<file path="src/rtl/conv_mac_accum_if.sv">
// conv_mac_accum_if: control, pixel/weight stream and result handshake for the convolution MAC stage.
interface conv_mac_accum_if;
  logic        start;
  logic [31:0] bias;
  logic [7:0]  in_zp;
  logic        px_valid;
  logic        px_ready;
  logic [7:0]  px_data;
  logic [7:0]  wt_data;
  logic [63:0] acc_out;
  logic        acc_valid;
  logic        acc_ready;
  logic        busy;

  modport master (
    output start, bias, in_zp, px_valid, px_data, wt_data, acc_ready,
    input  px_ready, acc_out, acc_valid, busy
  );

  modport slave (
    input  start, bias, in_zp, px_valid, px_data, wt_data, acc_ready,
    output px_ready, acc_out, acc_valid, busy
  );
endinterface

</file>
<file path="src/rtl/conv_mac_accum.sv">
// conv_mac_accum: per-output-pixel MAC with zero-point subtraction and bias preload, 64-bit result on valid/ready.
// Optional macro CONV_MAC_PIPE_EN registers the product and inserts a one-cycle DRAIN state.
module conv_mac_accum #(
  parameter int unsigned TAPS  = 9,
  parameter int unsigned CNT_W = 10
) (
  input logic             clk,
  input logic             rst,
  conv_mac_accum_if.slave bus
);
  localparam int unsigned ACC_W  = 64;
  localparam int unsigned PROD_W = 17;
  localparam int unsigned DIFF_W = 9;
  localparam logic [CNT_W-1:0] LAST_CNT = CNT_W'(TAPS - 1);

  typedef enum logic [1:0] {
    IDLE  = 2'd0,
    ACCUM = 2'd1,
    DONE  = 2'd2
`ifdef CONV_MAC_PIPE_EN
    ,DRAIN = 2'd3
`endif
  } state_e;

  state_e                    state_q, state_d;
  logic signed [ACC_W-1:0]   acc_q, acc_d;
  logic [7:0]                zp_q, zp_d;
  logic [CNT_W-1:0]          cnt_q, cnt_d;
  logic                      acc_valid_q, acc_valid_d;
  logic                      px_ready_q, px_ready_d;
  logic                      busy_q, busy_d;
`ifdef CONV_MAC_PIPE_EN
  logic signed [PROD_W-1:0]  prod_q, prod_d;
  logic                      prod_vld_q, prod_vld_d;
`endif

  logic                      beat_c;
  logic                      last_c;
  logic signed [DIFF_W-1:0]  diff_c;
  logic signed [PROD_W-1:0]  diff_x_c;
  logic signed [PROD_W-1:0]  wt_x_c;
  logic signed [PROD_W-1:0]  prod_c;

  // Beat qualification and the zero-point-corrected product; 17 bits holds +/-255*128 exactly.
  always_comb begin
    beat_c   = px_ready_q && bus.px_valid;
    last_c   = beat_c && (cnt_q == LAST_CNT);
    diff_c   = DIFF_W'({1'b0, bus.px_data}) - DIFF_W'({1'b0, zp_q});
    diff_x_c = PROD_W'(diff_c);
    wt_x_c   = PROD_W'($signed(bus.wt_data));
    prod_c   = diff_x_c * wt_x_c;
  end

  // State register
  always_ff @(posedge clk) begin
    if (rst) state_q <= IDLE;
    else     state_q <= state_d;
  end

  // Next-state logic
  always_comb begin
    state_d = state_q;
    case (state_q)
      IDLE:  if (bus.start) state_d = ACCUM;
`ifdef CONV_MAC_PIPE_EN
      ACCUM: if (last_c) state_d = DRAIN;
      DRAIN: state_d = DONE;
`else
      ACCUM: if (last_c) state_d = DONE;
`endif
      DONE:  if (bus.acc_ready) state_d = IDLE;
      default: state_d = IDLE;
    endcase
  end

  // Datapath and registered-output next values
  always_comb begin
    acc_d       = acc_q;
    zp_d        = zp_q;
    cnt_d       = cnt_q;
    acc_valid_d = (state_d == DONE);
    px_ready_d  = (state_d == ACCUM);
    busy_d      = (state_d != IDLE);
`ifdef CONV_MAC_PIPE_EN
    prod_d      = prod_q;
    prod_vld_d  = 1'b0;
`endif
    if ((state_q == IDLE) && bus.start) begin
      acc_d = ACC_W'($signed(bus.bias));
      zp_d  = bus.in_zp;
      cnt_d = '0;
    end
`ifdef CONV_MAC_PIPE_EN
    // Product registered one cycle earlier lands here; DRAIN exists to absorb the final one.
    if (prod_vld_q) acc_d = acc_q + ACC_W'(prod_q);
    if (beat_c) begin
      prod_d     = prod_c;
      prod_vld_d = 1'b1;
      cnt_d      = cnt_q + CNT_W'(1);
    end
`else
    if (beat_c) begin
      acc_d = acc_q + ACC_W'(prod_c);
      cnt_d = cnt_q + CNT_W'(1);
    end
`endif
  end

  always_ff @(posedge clk) begin
    if (rst) begin
      acc_q       <= '0;
      zp_q        <= '0;
      cnt_q       <= '0;
      acc_valid_q <= 1'b0;
      px_ready_q  <= 1'b0;
      busy_q      <= 1'b0;
`ifdef CONV_MAC_PIPE_EN
      prod_q      <= '0;
      prod_vld_q  <= 1'b0;
`endif
    end else begin
      acc_q       <= acc_d;
      zp_q        <= zp_d;
      cnt_q       <= cnt_d;
      acc_valid_q <= acc_valid_d;
      px_ready_q  <= px_ready_d;
      busy_q      <= busy_d;
`ifdef CONV_MAC_PIPE_EN
      prod_q      <= prod_d;
      prod_vld_q  <= prod_vld_d;
`endif
    end
  end

  assign bus.acc_out   = acc_q;
  assign bus.acc_valid = acc_valid_q;
  assign bus.px_ready  = px_ready_q;
  assign bus.busy      = busy_q;

endmodule
</file>
<file path="src/flat_wrapper.sv">
// flat-port wrapper written by rule: the top's interface ports become plain ports
module conv_mac_accum_flat 
#(
  parameter int unsigned TAPS  = 9,
  parameter int unsigned CNT_W = 10
)
  (clk, rst, bus_start, bus_bias, bus_in_zp, bus_px_valid, bus_px_data, bus_wt_data, bus_acc_ready, bus_px_ready, bus_acc_out, bus_acc_valid, bus_busy);
  conv_mac_accum_if bus_i ();
  input logic clk;
  input logic rst;
  input wire logic [$bits(bus_i.start)-1:0] bus_start;
  input wire logic [$bits(bus_i.bias)-1:0] bus_bias;
  input wire logic [$bits(bus_i.in_zp)-1:0] bus_in_zp;
  input wire logic [$bits(bus_i.px_valid)-1:0] bus_px_valid;
  input wire logic [$bits(bus_i.px_data)-1:0] bus_px_data;
  input wire logic [$bits(bus_i.wt_data)-1:0] bus_wt_data;
  input wire logic [$bits(bus_i.acc_ready)-1:0] bus_acc_ready;
  output wire logic [$bits(bus_i.px_ready)-1:0] bus_px_ready;
  output wire logic [$bits(bus_i.acc_out)-1:0] bus_acc_out;
  output wire logic [$bits(bus_i.acc_valid)-1:0] bus_acc_valid;
  output wire logic [$bits(bus_i.busy)-1:0] bus_busy;
  assign bus_i.start = bus_start;
  assign bus_i.bias = bus_bias;
  assign bus_i.in_zp = bus_in_zp;
  assign bus_i.px_valid = bus_px_valid;
  assign bus_i.px_data = bus_px_data;
  assign bus_i.wt_data = bus_wt_data;
  assign bus_i.acc_ready = bus_acc_ready;
  assign bus_px_ready = bus_i.px_ready;
  assign bus_acc_out = bus_i.acc_out;
  assign bus_acc_valid = bus_i.acc_valid;
  assign bus_busy = bus_i.busy;
  conv_mac_accum #(.TAPS(TAPS), .CNT_W(CNT_W)) u_core (.clk(clk), .rst(rst), .bus(bus_i));
endmodule
</file>
<file path="config.mk">
export PLATFORM = sky130hd
export DESIGN_NAME = conv_mac_accum_flat
export DESIGN_NICKNAME = d
export VERILOG_FILES = /design/src/rtl/conv_mac_accum_if.sv /design/src/rtl/conv_mac_accum.sv /design/src/flat_wrapper.sv
export SDC_FILE = /design/constraint.sdc
export NUM_CORES = 1
export LEC_CHECK = 0
export ABC_AREA = 1
export CORE_MARGIN = 2
export CORE_UTILIZATION = 45
export CTS_CLUSTER_DIAMETER = 40
export DETAILED_ROUTE_END_ITERATION = 10
export PLACE_DENSITY_LB_ADDON = 0.05
export RECOVER_POWER = 25
export SLEW_MARGIN = 10
export SYNTH_ARGS = -nofsm -noshare
export SYNTH_HDL_FRONTEND = slang
export SYNTH_SLANG_ARGS = --single-unit
</file>
<file path="constraint.sdc">
create_clock -name clk -period 12.3 [get_ports clk]
set_input_delay 2.46 -clock clk [delete_from_list [all_inputs] [get_ports clk]]
set_output_delay 2.46 -clock clk [all_outputs]
set_load 0.005 [all_outputs]
</file>
After elaboration in Yosys (flattened, before gate mapping)
Index checks and enable logic that the tools add are counted.
{ "op_classes": {"n_mul": 1, "n_eq_ne": 5, "n_mux": 8, "reduce_logical": 6, "n_addsub": 3} }
{ "op_table": {"columns": ["cell", "n"], "rows": [
  ["64-bit 2-to-1 mux", 2],
  ["64-bit by 17-bit adder with 64-bit output", 1],
  ["10-bit 2-to-1 mux", 2],
  ["9-bit by 8-bit multiplier with 17-bit output", 1],
  ["10-bit by 1-bit adder with 10-bit output, second input constant", 1],
  ["10-bit by 4-bit equality test with 1-bit output, second input constant", 1],
  ["8-bit by 8-bit subtractor with 9-bit output", 1],
  ["2-bit 2-to-1 mux", 3],
  ["2-bit one-hot mux with 3 select lines", 1],
  ["2-bit by 1-bit equality test with 1-bit output, second input constant", 2],
  ["2-bit equality test, second input constant", 2],
  ["2-bit nonzero test", 2],
  ["1-bit logical AND", 3],
  ["2-bit logical NOT", 1]
]} }
{ "word_totals": {"ff_bits": 87, "elab_cells": 30, "out_inout_bits": 67, "input_bits": 61} }

Longest topological paths before layout
Gate-level depths: netlist of run 1.
{ "logic_depth": {"depth_word": 5, "ltp_mapped": 36, "ltp_nobuf": 36} }

Worst setup path after synthesis of run 1
Ideal clock, no wire load.
{ "synth_path": {"kind": "input -> register", "start": "input bus_px_data[0]", "end": "register u_core.acc_q[32], in the netlist u_core.bus.acc_out[32]", "t_required_ns": 12.166, "setup_time_ns": 0.134, "n_path_buf": 0, "slack_ns": 0.346, "arrival_time_ns": 11.820, "path_stages": 26, "cell_sequence": "inv_1 > ha_1 > inv_1 > fa_1 > a21oi_1 > o21ai_0 > nand4_1 > nand2_1 > nor2_1 > fa_1 > fa_1 > fa_1 > fa_1 > ha_1 > ha_1 > nand2_1 > inv_1 > a21oi_1 > nand2_2 > nand2_1 > nand2_1 > nand2_1 > nand2_1 > or2_1 > nand3_1 > a21oi_1"} }
{ "synth_between": {"elab_chain_len": 4} }
{ "synth_rtl": {"columns": ["item", "line", "rtl"], "rows": [
  ["from (decl)", "flat_wrapper.sv:15", "input wire logic [$bits(bus_i.px_data)-1:0] bus_px_data;"],
  ["8-bit by 8-bit subtractor with 9-bit output", "conv_mac_accum.sv:48", "diff_c = DIFF_W'({1'b0, bus.px_data}) - DIFF_W'({1'b0, zp_q});"],
  ["9-bit by 8-bit multiplier with 17-bit output", "conv_mac_accum.sv:51", "prod_c = diff_x_c * wt_x_c;"],
  ["64-bit by 17-bit adder with 64-bit output", "conv_mac_accum.sv:103", "acc_d = acc_q + ACC_W'(prod_c);"],
  ["64-bit 2-to-1 mux", "conv_mac_accum.sv:102", "if (beat_c) begin"],
  ["to (signal assigned)", "conv_mac_accum.sv:111", "acc_q <= '0;"],
  ["to (signal assigned)", "conv_mac_accum.sv:122", "acc_q <= acc_d;"],
  ["to (decl)", "conv_mac_accum.sv:26", "logic signed [ACC_W-1:0] acc_q, acc_d;"]
]} }
No other way between the ends.
A chain may end at the register's enable or synchronous reset.

Worst setup path in the final report of run 1
{ "layout_path": {"start": "input bus_px_data[0]", "end": "register u_core.acc_q[49], in the netlist u_core.bus.acc_out[49]"} }
The elaborated chain is that of the path after synthesis.

==> results of run 1 <==
## state kept, by name, summed over array words and instances, names as in the netlist
register	count
u_core.bus.px_ready	1
u_core.bus.busy	1
u_core.bus.acc_valid	1
u_core.bus.acc_out	64
u_core.zp_q	8
u_core.cnt_q	10
u_core.state_q	2
## kinds of logic (layout without fill, tap and decap cells)
logic type	count (synthesis)	in the layout	synth area share
simple gates	988	988	0.257
buf+inv	520	641	0.119
fa+ha+maj	413	413	0.431
compound gates	207	207	0.0728
flops	87	87	0.105
xor+xnor	30	30	0.0158
## tightest hold or removal path: cells and delay by family (launching register included)
| family | cells | cell delay, ps |
|---|---|---|
| DFF | 1 | 300 |
| AOI/OAI and AO/OA | 1 | 60 |
| buffers and inverters | 1 | 70 |
## cell usage after synthesis, drive strengths merged
cell	count
dfxtp	87
o211ai	2
o31ai	1
o21ai	63
ha	145
nand3	99
and3	2
o21bai	5
a21oi	105
fa	268
clkinv	5
a221oi	1
clkbuf	21
nand3b	9
nand2	650
inv	481
nor3	8
nor4	4
nor2	188
xnor2	6
o2111ai	1
a211oi	4
nand4	21
buf	13
xor2	24
a31oi	7
or2	6
and2	1
o221a	18
## final timing paths
path / startpoint / to / slack [ps]
worst max register to register: u_core.zp_q[0]$_SDFFE_PP0P_ / u_core.bus.acc_out[49]$_SDFFE_PP0P_ / 4390
worst min register to register: u_core.zp_q[3]$_SDFFE_PP0P_ / u_core.zp_q[3]$_SDFFE_PP0P_ / 470
worst min-delay path: u_core.zp_q[3]$_SDFFE_PP0P_ / u_core.zp_q[3]$_SDFFE_PP0P_ / 470
worst max-delay path: bus_px_data[0] / u_core.bus.acc_out[49]$_SDFFE_PP0P_ / 2210
## per-layer routing
metal | global-route usage | up-vias | part of all wire
met3 | 0.0296 | 51 | 0.041
met1 | 0.392 | 6870 | 0.45
met2 | 0.496 | 349 | 0.49
met5 | 0 | - | 0
li1 | - | 7061 | -
met4 | 0.0668 | 0 | 0.020
## cell type report
| cell class | instances | area (sq um) | area share |
|---|---|---|---|
| well taps | 468 | 586 | 0.0312 |
| repair buffers | 139 | 1370 | 0.0731 |
| inverters | 486 | 1820 | 0.0971 |
| clock buffers | 10 | 239 | 0.0127 |
| flip-flops and latches | 87 | 1740 | 0.0927 |
| clock inverters | 6 | 52.6 | 0.00280 |
| multi-input cells | 1638 | 13000 | 0.690 |
## per-stage QoR
stage	hold WS, ps	worst slack, ps
after floorplan	433	346
after global placement	459	1910
after detailed placement	472	1790
after CTS	484	2180
after global routing	499	1580
final	472	2210
==> flow_metrics.tcl, run 1 <==
set metrics [dict create \
    first_global_vias 14815 \
    coreArea_sq_mm 0.0365 \
    critPathSlowestCell "inv_2" \
    ys_seq_area_frac 0.105 \
    relSlewSlack 0.220 \
    start_util 0.456 \
    post_cts_buffers 0 \
    dpl-instance-area_sq_mm 0.0185 \
    reg2regPathDepth 27 \
    grt_pass1_wl_um 84300 \
    cts_tree "built" \
    antenna_found_initial 0 \
    fill_cells 3731 \
    min_period_ps 10090 \
    die_x_um 196 \
    tightest_slew_ps 1170 \
    synthCells 2245 \
    io_pins 128 \
    wl_um 53000 \
    area_growth_pct 12.7 \
    final_hold_viol_count 0 \
    finalClockSkew_ps 17.3 \
    max_stage_delay_ps 830 \
    min_path_cells 2 \
    synth.top_cell.area_share 0.322 \
    ys_ff_latch 87 \
    setup_viol 0 \
    layout-drive-gt1-share 0.0714 \
    place_hpwl_um 44100 \
    worst_setup_path_end_kind "flip-flop" \
    clkTransAtPathRegs_ps 80 \
    synthTopCellsByArea "fa_1 32%, nand2_1 14%, ha_1 11%" \
    clk_root_buffer_cell "clkbuf_16" \
    via_per_inst 5.06 \
    cts_max_path_buffers 2 \
    fmax_ghz 0.0991 \
    cts-buffers-inserted 9 \
    crit_type "input port to flip-flop" \
    period_share 0.821 \
    crit_fanout 32 \
    layout_commonest_cell "nand2_1" \
    final_cell_mix "624 x nand2_1, 461 x inv_1, 267 x fa_1, 145 x ha_1, 138 x nor2_1" \
    fin_setup_tns_ps 0 \
    ys_warn_count 0 \
    drt_iter0_markers 844 \
    h-tree-depth 3 \
    synth_cell_type_count 42 \
    die_area_sq_mm 0.0386 \
    io_buffers 127 \
    cp_num_cells 29 \
    status "finished clean" \
    synth_nets 2719 \
    cp_data_arrival_time_ps 10410 \
    overflow 0 \
    vias 14331 \
    hp-class "flip-flop to flip-flop" \
    yosysTopAreaCell "fa_1" \
    wl_per_cell_um 18.7 \
    cpLargestDelayFamily "adder cells" \
    cp-start-kind "input port" \
    place_congestion 0.975 \
    fin_util 0.514 \
    stdcell_count 2834 \
    antennaDiodeCount 0 \
    maxSlewViolCount 0 \
    clock_sinks 87 \
    netlist_area_sq_mm 0.0167 \
    clk_latency_ps 390 \
    rsz0062_at_grt "false" \
    grt_max_degree 46 \
    layout.nets 2835 \
    drc_errors 0 \
    dpl.cell_count 2818 \
    design_area_sq_mm 0.0188 \
    dr.pass1.iters 6 \
    post_cts_resized 0 \
    timing.max_cap.violations 0 \
    grt_usage 0.288 \
    num_rows 70 \
    ant_nets 0 \
    fp.dieH_um 196 \
    cts_hold_buf 0 \
    cp.required_ps 12610 \
    avgSynthCellArea_sq_um 7.42 \
    path_buf_inv 7 \
]
Power of run 1 is not shown: default switching activity piles up to over one toggle a cycle in this logic, so the estimate is an artifact.
==> run 2, diff against run 1 <==
==> constraint.sdc (replaced) <==
create_clock -name clk -period 9.7 [get_ports clk]
set_input_delay 1.94 -clock clk [delete_from_list [all_inputs] [get_ports clk]]
set_output_delay 1.94 -clock clk [all_outputs]
set_load 0.005 [all_outputs]
==> run 2 against run 1 <==
Effect of this change: utilization is 0.31 points higher; hold slack better by 0.53 ps; count of clock-buffer cells in the layout is 1 lower; register-to-register slack worse by 1600 ps.
==> flow_metrics.tcl, run 2 (same netlist as run 1, synthesis figures left out) <==
set metrics [dict create \
    wl_per_cell_um 18.3 \
    rr_startpoint "u_core.zp_q[0]$_SDFFE_PP0P_" \
    r2r-end "u_core.bus.acc_out[24]$_SDFFE_PP0P_" \
    die_x_um 196 \
    cp-start-kind "input port" \
    cts_tree "built" \
    layout.nets 2840 \
    place_congestion 0.956 \
    cp_data_arrival_time_ps 8860 \
    worst_setup_path_end_kind "flip-flop" \
    layout-drive-gt1-share 0.0734 \
    num_rows 70 \
    io_buffers 127 \
    reg2regPathDepth 26 \
    crit_fanout 40 \
    grt_max_degree 47 \
    area_growth_pct 13.4 \
    clk_latency_ps 400 \
    coreArea_sq_mm 0.0365 \
    layout_commonest_cell "nand2_1" \
    clk_root_buffer_cell "clkbuf_16" \
    fp.dieH_um 196 \
    cp.required_ps 9980 \
    stdcell_count 2839 \
    ff2ff_setup_slack_ps 2790 \
    tightest_slew_ps 954 \
    grt_pass1_wl_um 82900 \
    final_cell_mix "624 x nand2_1, 461 x inv_1, 267 x fa_1, 145 x ha_1, 138 x nor2_1" \
    finalClockSkew_ps 20.3 \
    hold_start "u_core.zp_q[6]$_SDFFE_PP0P_" \
    fin_setup_tns_ps 0 \
    min_period_ps 8570 \
    rsz0062_at_grt "false" \
    wl_um 52100 \
    hp-class "flip-flop to flip-flop" \
    dr.pass1.iters 5 \
    grt_usage 0.284 \
    min_to "u_core.zp_q[6]$_SDFFE_PP0P_" \
    final_hold_viol_count 0 \
    maxSlewViolCount 0 \
    overflow 0 \
    min_path_cells 2 \
    met1_usage 0.379 \
    ant_nets 0 \
    relSlewSlack 0.362 \
    grt.busiest_layer "met2" \
    post_cts_resized 0 \
    post_cts_buffers 0 \
    fmax_ghz 0.117 \
    antennaDiodeCount 0 \
    antenna_found_initial 0 \
    cts-buffers-inserted 9 \
    start_util 0.456 \
    grt_use_met3 0.0308 \
    die_area_sq_mm 0.0386 \
    h-tree-depth 3 \
    place_hpwl_um 43600 \
    period_share 0.884 \
    crit_type "input port to flip-flop" \
    clkTransAtPathRegs_ps 80 \
    cts_max_path_buffers 2 \
    first_global_vias 15046 \
    met2_usage 0.481 \
    vias 14417 \
    cts_hold_buf 0 \
    io_pins 128 \
    clock_sinks 87 \
    largest_reg_flops 64 \
    fill_cells 3698 \
    drt_iter0_markers 720 \
    status "finished clean" \
    drc_errors 0 \
    timing.max_cap.violations 0 \
    dpl.cell_count 2823 \
    setup_viol 0 \
    via_per_inst 5.08 \
]
[run 2: cell count changes in the layout (fill, tap and decap cells not counted)]
cell / before / now
clkinv_2: 0 / 1
clkbuf_8: 1 / 0
buf_4: 11 / 13
inv_8: 1 / 2
buf_12: 1 / 4
inv_6: 1 / 0
bufinv_16: 0 / 2
clkinvlp_4: 2 / 0
[run 2: worst max path at each step]
stage,from,end,slack [ps],cells after the start
2_1_floorplan,bus_px_data[0],u_core.bus.acc_out[32]$_SDFFE_PP0P_,60,26
3_3_place_gp,bus_px_data[0],u_core.bus.acc_out[50]$_SDFFE_PP0P_,810,33
3_5_place_dp,bus_px_data[0],u_core.bus.acc_out[24]$_SDFFE_PP0P_,740,28
4_1_cts,bus_px_data[0],u_core.bus.acc_out[24]$_SDFFE_PP0P_,1150,28
5_1_grt,bus_px_data[0],u_core.bus.acc_out[24]$_SDFFE_PP0P_,670,28
6_report,bus_px_data[0],u_core.bus.acc_out[24]$_SDFFE_PP0P_,1130,28
[run 2: stage by stage]
stage / hold WS [ps] / util / worst slack [ps] / cell area [sq um]
global route: 503 / 0.517 / 666 / 18900
detailed placement: 463 / 0.508 / 739 / 18600
global placement: 458 / 0.508 / 806 / 18600
finish: 472 / 0.517 / 1130 / 18900
CTS: 474 / 0.517 / 1150 / 18900
floorplan: 433 / - / 60.6 / 16700
[run 2: layout make-up]
cell class | instances | area [sq um] | area share
well taps | 468 | 586 | 0.0310
clock buffers | 9 | 225 | 0.0119
inverters | 486 | 1820 | 0.0965
repair buffers | 144 | 1450 | 0.0767
flip-flops and latches | 87 | 1740 | 0.0922
clock inverters | 7 | 105 | 0.00556
multi-input cells | 1638 | 13000 | 0.686
[run 2: per-layer routing]
layer  vias to the layer above  wire length, um
met1                      6947            23700
met4                         0             1500
li1                       7082                -
met5                         -                0
met3                        63             2110
met2                       325            24700
[run 2: critical path: stages]
cell and delay [ps]:
clkdlybuf4s50_1 390, inv_1 80, ha_1 150, inv_1 50
fa_1 390, a21oi_1 150, o21ai_0 130, nand4_1 100
nand2_1 270, nor2_1 380, fa_2 520, inv_1 200
fa_1 460, inv_2 90, buf_12 280, fa_1 490
fa_1 440, ha_1 290, ha_1 360, nand2_2 140
inv_1 50, nand2_1 60, nand2_1 120, a21oi_1 480
nand3_1 380, xor2_1 240, o21ai_0 160, inv_1 60
Power of run 2 is left out for the same reason.
